<file path="src/rtl/fft_unload.sv">
`default_nettype none
// ============================================================================
// Module : fft_unload
// Reads one FFT result bank in natural or bit-reversed order and streams it
// out through a 2-entry FIFO with a valid/ready handshake.
// Rev    : 1.0
// ============================================================================
module fft_unload #(
    parameter int  DATA_WIDTH = 32,
    parameter int  N_POINTS   = 8,
    parameter int  BITREV_OUT = 0,
    localparam int ADDR_WIDTH = $clog2(N_POINTS)
) (
    input  logic                  clk,
    input  logic                  rst,
    input  logic                  fft_done,
    input  logic                  read_mem_sel,
    output logic                  mem_1_rd_en,
    output logic                  mem_2_rd_en,
    output logic [ADDR_WIDTH-1:0] rd_addr,
    input  logic [DATA_WIDTH-1:0] mem_1_rdata,
    input  logic [DATA_WIDTH-1:0] mem_2_rdata,
    output logic [DATA_WIDTH-1:0] m_data,
    output logic                  m_valid,
    input  logic                  m_ready,
    output logic                  m_last,
    output logic [ADDR_WIDTH-1:0] m_index,
    output logic                  busy,
    output logic                  unload_done,
    output logic                  drop
);

    typedef enum logic [1:0] {
        S_IDLE  = 2'd0,
        S_READ  = 2'd1,
        S_DRAIN = 2'd2
    } state_t;

    localparam logic [ADDR_WIDTH-1:0] c_last_idx = ADDR_WIDTH'(N_POINTS - 1);

    state_t                  state_q;
    logic                    bank_q;
    logic [ADDR_WIDTH-1:0]   k_q;
    logic                    inflight_q;
    logic [ADDR_WIDTH-1:0]   infl_idx_q;
    logic [1:0]              count_q;
    logic                    wr_ptr_q;
    logic                    rd_ptr_q;
    logic [DATA_WIDTH-1:0]   fifo_data_q [2];
    logic [ADDR_WIDTH-1:0]   fifo_idx_q  [2];
    logic                    fifo_last_q [2];
    logic                    unload_done_q;
    logic                    drop_q;

    logic                    w_pop;
    logic                    w_issue;
    logic [2:0]              count_d;
    logic [DATA_WIDTH-1:0]   w_rdata;

    // Occupancy after this edge; a new read is only safe if its data will fit.
    assign w_pop   = m_valid & m_ready;
    assign count_d = {1'b0, count_q} + {2'b00, inflight_q} - {2'b00, w_pop};
    assign w_issue = (state_q == S_READ) && !rst && (count_d < 3'd2);
    assign w_rdata = bank_q ? mem_2_rdata : mem_1_rdata;

    generate
        if (BITREV_OUT != 0) begin : g_bitrev
            for (genvar i = 0; i < ADDR_WIDTH; i++) begin : g_bit
                assign rd_addr[i] = k_q[ADDR_WIDTH-1-i];
            end
        end else begin : g_natural
            assign rd_addr = k_q;
        end
    endgenerate

    assign mem_1_rd_en = w_issue & ~bank_q;
    assign mem_2_rd_en = w_issue & bank_q;
    assign m_valid     = (count_q != 2'd0);
    assign m_data      = fifo_data_q[rd_ptr_q];
    assign m_index     = fifo_idx_q[rd_ptr_q];
    assign m_last      = fifo_last_q[rd_ptr_q];
    assign busy        = (state_q != S_IDLE);
    assign unload_done = unload_done_q;
    assign drop        = drop_q;

    always_ff @(posedge clk) begin
        if (rst) begin
            state_q       <= S_IDLE;
            bank_q        <= 1'b0;
            k_q           <= '0;
            inflight_q    <= 1'b0;
            infl_idx_q    <= '0;
            count_q       <= 2'd0;
            wr_ptr_q      <= 1'b0;
            rd_ptr_q      <= 1'b0;
            unload_done_q <= 1'b0;
            drop_q        <= 1'b0;
            for (int i = 0; i < 2; i++) begin
                fifo_data_q[i] <= '0;
                fifo_idx_q[i]  <= '0;
                fifo_last_q[i] <= 1'b0;
            end
        end else begin
            unload_done_q <= 1'b0;
            drop_q        <= fft_done & busy;
            inflight_q    <= w_issue;
            count_q       <= count_d[1:0];

            if (w_issue) begin
                infl_idx_q <= k_q;
                k_q        <= k_q + ADDR_WIDTH'(1);
            end

            // Memory data lands one cycle after its read was issued.
            if (inflight_q) begin
                fifo_data_q[wr_ptr_q] <= w_rdata;
                fifo_idx_q[wr_ptr_q]  <= infl_idx_q;
                fifo_last_q[wr_ptr_q] <= (infl_idx_q == c_last_idx);
                wr_ptr_q              <= ~wr_ptr_q;
            end

            if (w_pop) begin
                rd_ptr_q <= ~rd_ptr_q;
            end

            case (state_q)
                S_IDLE: begin
                    if (fft_done) begin
                        bank_q  <= read_mem_sel;
                        k_q     <= '0;
                        state_q <= S_READ;
                    end
                end
                S_READ: begin
                    if (w_issue && (k_q == c_last_idx)) begin
                        state_q <= S_DRAIN;
                    end
                end
                S_DRAIN: begin
                    if (w_pop && m_last) begin
                        state_q       <= S_IDLE;
                        unload_done_q <= 1'b1;
                    end
                end
                default: state_q <= S_IDLE;
            endcase
        end
    end

endmodule
`default_nettype wire

</file>
<file path="config.mk">
export PLATFORM = sky130hd
export DESIGN_NAME = fft_unload
export DESIGN_NICKNAME = d
export VERILOG_FILES = /design/src/rtl/fft_unload.sv
export SDC_FILE = /design/constraint.sdc
export NUM_CORES = 1
export LEC_CHECK = 0
export CAP_MARGIN = 5
export CORE_ASPECT_RATIO = 1.75
export CORE_MARGIN = 2
export CORE_UTILIZATION = 48
export CTS_CLUSTER_SIZE = 30
export DETAILED_ROUTE_END_ITERATION = 7
export GPL_ROUTABILITY_DRIVEN = 0
export PLACE_DENSITY = 0.8
export SYNTH_ARGS = -nofsm -noshare
export SYNTH_HDL_FRONTEND = slang
export SYNTH_SLANG_ARGS = --single-unit
</file>
<file path="constraint.sdc">
create_clock -name clk -period 3.1 [get_ports clk]
set_input_delay 0.465 -clock clk [delete_from_list [all_inputs] [get_ports clk]]
set_output_delay 0.465 -clock clk [all_outputs]
set_load 0.05 [all_outputs]
</file>
After elaboration in Yosys (flattened, before gate mapping)
Memories as Yosys holds them, arrays and structs flattened. A register that Yosys moved wholly into a read port is not among the register bits. Cells that the tools add are included.

Register bits: 16. Bits in writable memories: 72. Input bits: 69. Output and inout port bits: 45. Logic and storage cells: 75. Memories kept: 3.

Memories: fifo_data_q (words 2, width 32, rd ports 1, clocked after Yosys merged registers in 1, write ports 2, line 49) `logic [DATA_WIDTH-1:0] fifo_data_q [2];`; fifo_idx_q (words 2, width 3, rd ports 1, clocked after Yosys merged registers in 1, write ports 2, line 50) `logic [ADDR_WIDTH-1:0] fifo_idx_q [2];`; fifo_last_q (words 2, width 1, rd ports 1, clocked after Yosys merged registers in 1, write ports 2, line 51) `logic fifo_last_q [2];`.

Add/sub/neg operators: 3. Order comparisons: 1. Equal/unequal tests: 7. Multiplexer cells: 29. Bitwise gates (word level): 8. Reduce and logical (&&, ||, !) cells: 14.

Operators by type and width (number): 2-to-1 mux 32 bit (2); OR reduction 32 bit (1); 2-to-1 mux 1 bit (19); 2-to-1 mux 3 bit (4); equality test 3 bit (second input constant) (2); 2-to-1 mux 2 bit (3); case mux 2 bit (3 select lines) (1); bitwise AND 1 bit (4); logical AND 1 bit (4); inequality test 2 bit (second input constant) (2); inverter 1 bit (4); nonzero test 2 bit (2); adder 2 x 1 -> 3 bit (1); adder 3 x 1 -> 3 bit (second input constant) (1); less-than comparator 3 x 2 -> 1 bit (second input constant) (1); AND reduction 3 bit (1); OR reduction 3 bit (1); subtractor 3 x 1 -> 3 bit (1); equality test 2 x 1 -> 1 bit (second input constant) (1); equality test 2 bit (second input constant) (1); logical NOT 2 bit (1); inequality test 2 x 1 -> 1 bit (second input constant) (1); AND reduction 2 bit (1); OR reduction 2 bit (1); 2 further kinds (2).

Logic depth before layout (Yosys ltp)
Gate-level depths: netlist of run 1.

Word-level depth: 8. Depth in mapped cells: 10. Mapped depth without buffers: 10.

Least setup slack after synthesis of run 1
Ideal clock, no wire load.

Path kind: flip-flop to output port. Start point: register count_q[1]. End point: output mem_1_rd_en. Arrival: 2.625 ns. Required time: 2.635 ns. Setup slack: 0.010 ns. Cell stages (with the launch flop): 10. Buffers on the path: 0. Path through: dfxtp_1 -> o21a_1 -> ha_1 -> inv_1 -> ha_1 -> inv_1 -> fa_1 -> and4bb_4 -> nand2_4 -> nor2_1.

Longest elaborated chain between the ends: 6. Elaborated cells between the ends (all ways): 7. Those cells by class: add/sub: 2; order compare: 1; bitwise: 2; reduce/logical: 2.

RTL lines: start, declared (line 46) `logic [1:0] count_q;`; start signal, assigned (line 107) `count_q <= count_d[1:0];`; nonzero test 2 bit (line 78) `assign m_valid = (count_q != 2'd0);`; bitwise AND 1 bit (line 61) `assign w_pop = m_valid & m_ready;`; via w_pop (line 55) `logic w_pop;`; subtractor 3 x 1 -> 3 bit (line 62) `assign count_d = {1'b0, count_q} + {2'b00, inflight_q} - {2'b00, w_pop};`; less-than comparator 3 x 2 -> 1 bit (line 63) `assign w_issue = (state_q == S_READ) && !rst && (count_d < 3'd2);`; logical AND 1 bit (line 63); bitwise AND 1 bit (line 76) `assign mem_1_rd_en = w_issue & ~bank_q;`; end, declared (line 18) `output logic mem_1_rd_en,`.

The timed path passes the listed nets, and every way through them passes these cells.

Worst setup path in the final report of run 1
Start point: register count_q[1]. End point: output mem_2_rd_en.

Longest elaborated chain between the ends: 6. Elaborated cells between the ends (all ways): 7. Those cells by class: add/sub: 2; order compare: 1; bitwise: 2; reduce/logical: 2.

RTL lines: nonzero test 2 bit (line 78); bitwise AND 1 bit (line 61); via w_pop (line 55); subtractor 3 x 1 -> 3 bit (line 62); less-than comparator 3 x 2 -> 1 bit (line 63); logical AND 1 bit (line 63); bitwise AND 1 bit (line 77) `assign mem_2_rd_en = w_issue & bank_q;`; end, declared (line 19) `output logic mem_2_rd_en,`.

The timed path passes the listed nets, and every way through them passes these cells.

==> impl_metrics.toml, run 1 <==
[synth]
synth_area_leaders = "edfxtp_1 54%, mux2_2 10%, dfxtp_1 8.5%"
synthFlopType = "edfxtp_1"
synth_edf_count = 72
ys_warn_count = 0
synth-seq-area-share = 0.626
synth.distinct_cells = 34
synth_top_area_cell = "edfxtp_1"
synth.avg_cell_area_sq_um = 13.2
synth_cells = 302
synth_top_area_share = 0.541
synthArstFlopShare = 0
syn_area_sq_um = 4000
ys_ff_latch = 89
syn_nets = 376

[route]
drt_wl_total_mm = 9.06
first_iter_violations = 180
vias_per_cell = 5.25
vias = 2767
wire_per_inst_microns = 17.2
drc = 0
ant_nets = 0
dr.pass1.iters = 4

[clocking]
cts_buffer_depth = 2
clk_latency_ps = 330
htree_levels = 3
cts_root_buf = "clkbuf_16"
numClockSinks = 89
numCtsBuffers = 9
tritoncts = "built"
clk_pin_slew_ps = 60
hold_buffers = 0

[worst_hold_path]
whs_endpoint = "rd_ptr_q"
hold_depth = 2
hold_path.class = "register to register"
hp-start = "rd_ptr_q"

[pwr]
internal-power_mw = 2.70
switching_power_mw = 1.48
ir_drop_v = 0.000652
switching_share = 0.354
power.leakage_nw = 2.13
power_density_nw_per_um2 = 743
power_frac_clock = 0.230
p_seq_frac = 0.364
combPwrFrac = 0.407

[worst_setup_path]
end_kind = "output pin"
path_class = "register to output pin"
reg2reg_to = "rd_addr[2]"
arrival_ps = 2550
path_cells = "o21a_1, ha_1, inv_1, ha_2, inv_1, fa_1, and4bb_4, and3_4, buf_12"
regToRegSetupSlack_ps = 570
r2r_cells = 11
crit_slowest_cell = "fa_1"
slowest_delay_ps = 520
crit_top_cell = "inv_1"
critPathMaxFanout = 4
cp_num_buf_inv = 3
start_kind = "register"
r2r_start = "count_q[1]"
crit_family = "adder cells"
cp.required_ps = 2630

[timing]
finalCritPeriodShare = 0.973
max_freq_mhz = 332
fin_crit_ps = 3020
drv_slew = 0
worstMarginPinSlew_ps = 565
hold_slack_ps = 526
hold_violations = 0
setup_viol = 0
max-slew-margin-rel = 0.622
skew_ps = 6.66

[finish]
num_antenna_cells = 0
final_common_cell = "clkdlybuf4s50_1"
area_delta_synth_final_pct = 40.8
seq_area_sq_um = 2510
final_cell_count_no_fill = 527
multiInputGateArea_sq_um = 1400
nets = 504
drive_gt1_frac = 0.189
fill_cells = 607
final_cell_mix = "110 x clkdlybuf4s50_1, 78 x nor2_1, 72 x edfxtp_1, 36 x mux2_2, 33 x mux2i_1"

[global_route]
grt_max_degree = 37
overflow = 0
first_global_vias = 2903
antenna_found_initial = 0
gr-usage-all-layers = 0.206
grt_pass1_wl_mm = 14.0

[status]
status = "finished clean"

[floorplanning]
fp.dieW_microns = 73.0
fp.dieH_microns = 125
start_util = 0.488
io_pins = 114
fp-row-count = 44
coreArea_sq_um = 8200
die_area_sq_um = 9110

[placed_design]
hpwlAfterDp_mm = 6.38
numPortBuffers = 113
placed_cells = 508

[run]
cap_viol_max_count = 0
## worst min-delay path, cell delays in order, from the launching register on
cell and delay (ps):
dfxtp_1 330, xnor2_1 90, nor2_1 80
## per-layer routing
metal  routed length [microns]  track usage  part of all wire  vias up
met5                         0            0                 0        -
met4                       372        0.125             0.041        0
met3                       341       0.0332             0.038       26
met2                      5130        0.367              0.57       84
met1                      3220        0.216              0.36     1312
li1                          -            -                 -     1345
## kinds of logic (layout without fill, tap and decap cells)
group,count (synthesis),in the layout,synth area share
flip-flops,89,89,0.626
AO/OA/AOI/OAI,11,11,0.0238
adder cells (fa/ha/maj),5,5,0.0175
buffers and inverters,24,157,0.0275
AND/OR/NAND/NOR,100,100,0.111
XOR/XNOR,4,4,0.0106
multiplexers,69,69,0.184
## power by group through the flow
stage,sequential (mW),clock (mW),combinational [mW]
after detailed placement,1.55,0,1.68
after CTS,1.53,0.972,1.70
after global placement,1.54,0,1.67
final,1.52,0.962,1.70
after floorplan,1.55,0,1.08
after global routing,1.54,1.01,1.78
## cell usage after synthesis (2+ instances only)
library cell	count
nor2_1	79
edfxtp_1	72
mux2_2	36
mux2i_1	33
dfxtp_1	17
buf_2	14
inv_1	7
and3_1	5
nand3_1	5
ha_1	4
o31ai_1	3
a41o_1	2
nand2_1	2
or2_2	2
xnor2_1	2
## through the flow
stage | worst slack (ps) | utilization | setup TNS [ps] | power, mW | instance area [sq um]
floorplan | 10.0 | - | 0 | 2.64 | 4000
detailed placement | -50.2 | 0.649 | -63.5 | 3.23 | 5330
CTS | 7.64 | 0.682 | 0 | 4.20 | 5600
global placement | -12.7 | 0.649 | -12.7 | 3.21 | 5330
finish | 83.6 | 0.687 | 0 | 4.19 | 5630
global route | -0.0486 | 0.687 | -0.0486 | 4.34 | 5630
## how the worst max path moves through the flow
stage                           from  slack (ps)           to  depth (start not counted)
after floorplan           count_q[1]          10  mem_1_rd_en                          9
after global placement       m_ready         -10  mem_1_rd_en                         11
after detailed placement     m_ready         -50  mem_1_rd_en                         11
after CTS                    m_ready           8  mem_1_rd_en                         11
after global routing      count_q[1]       -0.05  mem_2_rd_en                          9
final                     count_q[1]          80  mem_2_rd_en                          9
## flip-flops by register name, summed over array words and instances, names as in the netlist, named ones only
signal / cells
count_q: 2
fifo_last_q: 2
drop: 1
rd_ptr_q: 1
inflight_q: 1
infl_idx_q: 3
unload_done: 1
bank_q: 1
fifo_idx_q: 6
state_q: 2
wr_ptr_q: 1
fifo_data_q: 64
rd_addr: 3
## area by class of cell
class,count,area share
Inverter,9,0.00644
Sequential cell,89,0.445
Tap cell,92,0.0204
Clock inverter,1,0.000666
Multi-Input combinational cell,189,0.249
Clock buffer,15,0.0458
Timing Repair Buffer,132,0.232
## repair_timing
action	CTS	global route
endpoints found under the setup margin	2	2
gates resized for setup	2	5
endpoints found under the hold margin	0	0
pin swaps	0	2
setup buffers	0	3
Power figures use the tool's default switching activity.
==> run 2, diff against run 1 <==
--- a/config.mk
+++ b/config.mk
@@ -7,12 +7,12 @@
 export LEC_CHECK = 0
 export CAP_MARGIN = 5
 export CORE_ASPECT_RATIO = 1.75
-export CORE_MARGIN = 2
-export CORE_UTILIZATION = 48
+export CORE_UTILIZATION = 63
 export CTS_CLUSTER_SIZE = 30
 export DETAILED_ROUTE_END_ITERATION = 7
+export DONT_BUFFER_PORTS = 1
 export GPL_ROUTABILITY_DRIVEN = 0
-export PLACE_DENSITY = 0.8
+export PLACE_DENSITY = 0.79
 export SYNTH_ARGS = -nofsm -noshare
 export SYNTH_HDL_FRONTEND = slang
 export SYNTH_SLANG_ARGS = --single-unit
==> run 2 against run 1 <==
Net effect:
- clock skew up 1.5 ps
- largest power group is now registers
- sequential cell count unchanged
- utilization up 1.7 points
==> impl_metrics.toml, run 2 (synthesis results as in run 1) <==
[clocking]
clk_pin_slew_ps = 80
clk_latency_ps = 350
tritoncts = "built"
numCtsBuffers = 9
htree_levels = 3
cts_root_buf = "clkbuf_8"
numClockSinks = 89
cts_buffer_depth = 2

[timing]
grt_setup_unrepaired = "true"
max-slew-margin-rel = 0.411
skew_ps = 8.20
hold_violations = 0
worstMarginPinSlew_ps = 880
fin_crit_ps = 3030
finalCritPeriodShare = 0.976
setup_viol = 0
max_freq_mhz = 330
drv_slew = 0

[finish]
top_regs = "fifo_data_q x64, fifo_idx_q x6"
drive_gt1_frac = 0.247
top_register = "fifo_data_q"
design_area_sq_um = 4350
area_delta_synth_final_pct = 8.70
num_antenna_cells = 0
nets = 385
fill_cells = 453
largest_register_ffs = 64
final_common_cell = "nor2_1"
finish.utilization = 0.703
seq_area_sq_um = 2510
multiInputGateArea_sq_um = 1420
final_cell_mix = "78 x nor2_1, 72 x edfxtp_1, 36 x mux2_2, 33 x mux2i_1, 14 x dfxtp_1"
final_cell_count_no_fill = 396

[status]
status = "finished clean"

[route]
dr.pass1.iters = 4
drc = 0
vias = 2329
drt_wl_total_mm = 7.66
ant_nets = 0
wire_per_inst_microns = 19.3
vias_per_cell = 5.88
first_iter_violations = 150

[floorplanning]
coreArea_sq_um = 6180
fp-row-count = 38
fp.dieH_microns = 107
fp.dieW_microns = 62.2
start_util = 0.647
io_pins = 114
die_area_sq_um = 6680

[worst_setup_path]
regToRegSetupSlack_ps = 670
critPathMaxFanout = 3
path_class = "register to output pin"
end_kind = "output pin"
reg2reg_to = "state_q[0]"
r2r_cells = 11
cp-startpoint = "count_q[0]"
cp.required_ps = 2630
start_kind = "register"
arrival_ps = 2560
r2r_start = "count_q[0]"

[placed_design]
numPortBuffers = 0
placed_cells = 374
hpwlAfterDp_mm = 4.98
dpl-instance-area_sq_um = 4080

[global_route]
antenna_found_initial = 0
gr-usage-all-layers = 0.242
grt_max_degree = 37
first_global_vias = 2326
overflow = 0
grt_pass1_wl_mm = 11.8

[worst_hold_path]
hp-start = "rst"
whs_endpoint = "bank_q"
hold_depth = 1
hold_path.class = "primary input to register"

[pwr]
power_density_nw_per_um2 = 818
ir_drop_v = 0.000515
power.leakage_nw = 1.62

[run]
cap_viol_max_count = 0
[run 2: cell types whose count changed in the layout (fill, tap and decap cells not counted), moves of 3 or more]
cell,delta
clkdlybuf4s50_1,-110
clkbuf_16,-9
buf_4,-7
clkbuf_8,+11
buf_12,-3
[run 2: stage by stage]
| step | hold slack [ps] | TNS, ps | total power [mW] | worst slack (ps) |
|---|---|---|---|---|
| 2_1_floorplan | 448 | 0 | 2.64 | 10.0 |
| 3_3_place_gp | 493 | 0 | 2.76 | 327 |
| 3_5_place_dp | 502 | 0 | 2.78 | 285 |
| 4_1_cts | 144 | 0 | 3.50 | 0.686 |
| 5_1_grt | 140 | -21.4 | 3.69 | -21.4 |
| 6_report | 164 | 0 | 3.56 | 73.5 |
[run 2: layout make-up]
cell class | instances | share of cell area
tap | 80 | 0.0230
multi-input combinational | 189 | 0.326
timing repair buffer | 13 | 0.0250
clock buffer | 16 | 0.0414
sequential | 89 | 0.576
inverter | 9 | 0.00835
[run 2: worst max-delay path by stage]
stage	endpoint	depth (start not counted)
2_1_floorplan	mem_1_rd_en	9
6_report	mem_2_rd_en	9
3_3_place_gp	mem_1_rd_en	10
3_5_place_dp	mem_1_rd_en	10
4_1_cts	mem_1_rd_en	10
5_1_grt	mem_2_rd_en	9
[run 2: per-layer routing]
layer	track usage	wire length, microns	vias up
met1	0.259	2780	1138
met5	0	0	-
met3	0.0794	416	16
li1	-	-	1093
met2	0.426	4290	82
met4	0.115	180	0
[run 2: where the power goes]
| part | switching (mW) | internal [mW] |
|---|---|---|
| clock | 0.366 | 0.359 |
| sequential | 0.145 | 1.46 |
| combinational | 0.877 | 0.346 |
| total | 1.39 | 2.17 |
[run 2: timing repair]
action,in CTS,in global routing
endpoints found under the setup margin,2,2
hold buffers,0,0
resized for setup,1,9
hold endpoints to repair,0,0
buffers inserted,1,5
pin swaps,0,3
[run 2: critical path: stages, from the launching register on]
cell      delay, ps
dfxtp_2         330
o21a_1          200
ha_1            260
inv_1            60
ha_1            140
inv_2            50
fa_2            570
and4bb_4        270
and3_4          190
buf_8           140
==> run 3, diff against run 2 <==
--- a/config.mk
+++ b/config.mk
@@ -5,8 +5,8 @@
 export SDC_FILE = /design/constraint.sdc
 export NUM_CORES = 1
 export LEC_CHECK = 0
-export CAP_MARGIN = 5
 export CORE_ASPECT_RATIO = 1.75
+export CORE_MARGIN = 8
 export CORE_UTILIZATION = 63
 export CTS_CLUSTER_SIZE = 30
 export DETAILED_ROUTE_END_ITERATION = 7
==> run 3 against run 2 <==
Net effect:
- critical path depth unchanged
- sequential share of layout area fell by 0.13 points
- combinational power barely moved
- setup slack got worse by 6.9 ps
- wire length is 11% higher
- final area grew 0.23%
- total power decreased by 0.86%
- non-clock buffer count up 2
==> impl_metrics.toml, run 3 (synthesis results as in run 1) <==
[status]
status = "finished clean"

[route]
ant_nets = 0
drc = 0
top_layer = "met4"
first_iter_violations = 187
wl_met1_mm = 2.86
vias = 2361
wl_met3_microns = 578
wl_met2_mm = 4.80
wire_per_inst_microns = 21.3
drt_wl_total_mm = 8.48
dr.pass1.iters = 4
vias_per_cell = 5.93

[worst_setup_path]
cp.required_ps = 2630
r2r_cells = 11
path_class = "register to output pin"
slowest_delay_ps = 530
reg2reg_to = "state_q[0]"
end_kind = "output pin"
worstSetupEndpoint = "mem_2_rd_en"
arrival_ps = 2570
critPathMaxFanout = 4
path_cells = "o21a_1, ha_1, inv_1, ha_1, inv_1, fa_2, and4bb_4, and3_4, buf_8"
crit_family = "adder cells"
cp_num_buf_inv = 3
crit_cells = 9
crit_slowest_cell = "fa_2"
cp-startpoint = "count_q[0]"
regToRegSetupSlack_ps = 620
start_kind = "register"
r2r_start = "count_q[0]"

[floorplanning]
fp.dieW_microns = 76.2
fp.dieH_microns = 121
fp-row-count = 38
start_util = 0.647
io_pins = 114
coreArea_sq_um = 6180
die_area_sq_um = 9260

[pwr]
internal-power_mw = 2.12
p_seq_frac = 0.455
power_mw = 3.52
switching_power_mw = 1.40
switching_share = 0.397
combPwrFrac = 0.353
ir_drop_v = 0.000660
power.leakage_nw = 1.62
power_frac_clock = 0.192
power_density_nw_per_um2 = 809

[finish]
top_register = "fifo_data_q"
final_cell_count_no_fill = 398
drive_gt1_frac = 0.242
design_area_sq_um = 4360
top_regs = "fifo_data_q x64, fifo_idx_q x6"
nets = 387
area_delta_synth_final_pct = 8.95
num_antenna_cells = 0
final_cell_mix = "78 x nor2_1, 72 x edfxtp_1, 36 x mux2_2, 33 x mux2i_1, 14 x dfxtp_1"
largest_register_ffs = 64
final_common_cell = "nor2_1"

[global_route]
overflow = 0
first_global_vias = 2496
antenna_found_initial = 0
gr-usage-all-layers = 0.180
grt_max_degree = 37
grt_pass1_wl_mm = 12.8

[timing]
finalCritPeriodShare = 0.979
fin_crit_ps = 3030
skew_ps = 5.72
max-slew-margin-rel = 0.408
setup_viol = 0
hold_violations = 0
setup_tns_ps = 0
hold_slack_ps = 170
worstMarginPinSlew_ps = 888
drv_slew = 0
max_freq_mhz = 330

[run]
cap_viol_max_count = 0

[placed_design]
hpwlAfterDp_mm = 5.87
placed_cells = 376
dpl-instance-area_sq_um = 4110
numPortBuffers = 0

[clocking]
hold_buffers = 0
clk_latency_ps = 350
numClockSinks = 89
cts_buffer_depth = 2
htree_levels = 3
tritoncts = "built"
numCtsBuffers = 9
cts_root_buf = "clkbuf_8"
clk_pin_slew_ps = 80

[worst_hold_path]
hp-start = "rst"
hold_path.class = "primary input to register"
[run 3: changes by cell type in the layout (fill, tap and decap cells not counted), sizes merged]
cell    change
clkinv      +1
buf         +2
clkbuf      -1
[run 3: worst min-delay path by stage]
stage | end | slack (ps) | cells past startpoint
2_1_floorplan | state_q[0] | 450 | 1
3_3_place_gp | state_q[0] | 490 | 1
3_5_place_dp | infl_idx_q[2] | 500 | 2
4_1_cts | bank_q | 150 | 1
5_1_grt | bank_q | 150 | 1
6_report | bank_q | 170 | 1
[run 3: layout make-up]
| class | instances | area (sq um) |
|---|---|---|
| clock buffers | 15 | 156 |
| clock inverters | 1 | 5.00 |
| fillers | 426 | 1820 |
| inverters | 9 | 36.3 |
| multi-input cells | 189 | 1410 |
| flip-flops and latches | 89 | 2510 |
| well taps | 80 | 100 |
| repair buffers | 15 | 140 |
[run 3: power groups by stage]
stage,Combinational [mW],Sequential (mW),Clock [mW]
after floorplan,1.08,1.55,0
after global placement,1.16,1.62,0
after detailed placement,1.17,1.63,0
after CTS,1.20,1.61,0.689
after global routing,1.29,1.63,0.733
final,1.24,1.60,0.676
[run 3: through the flow]
| step | util | worst slack [ps] |
|---|---|---|
| 2_1_floorplan | - | 10.0 |
| 3_3_place_gp | 0.665 | 327 |
| 3_5_place_dp | 0.665 | 274 |
| 4_1_cts | 0.695 | 15.2 |
| 5_1_grt | 0.705 | -11.1 |
| 6_report | 0.705 | 66.6 |
[run 3: per-layer routing]
layer | up-vias | GRT usage
met5 | - | 0
met4 | 0 | 0.0981
met3 | 19 | 0.0593
met2 | 96 | 0.334
met1 | 1149 | 0.170
li1 | 1097 | -
[run 3: worst reg2reg max path: cells and delay by family (launching register included)]
family | cells | cell delay, ps
compound gates | 2 | 550
fa+ha+maj | 3 | 880
buf+inv | 4 | 300
flops | 1 | 330
simple gates | 2 | 300
[run 3: what timing repair did]
action / 4_1_cts / 5_1_grt
gates resized for setup: 2 / 8
pin swaps: 0 / 3
endpoints found under the setup margin: 1 / 2
buffers inserted: 1 / 5
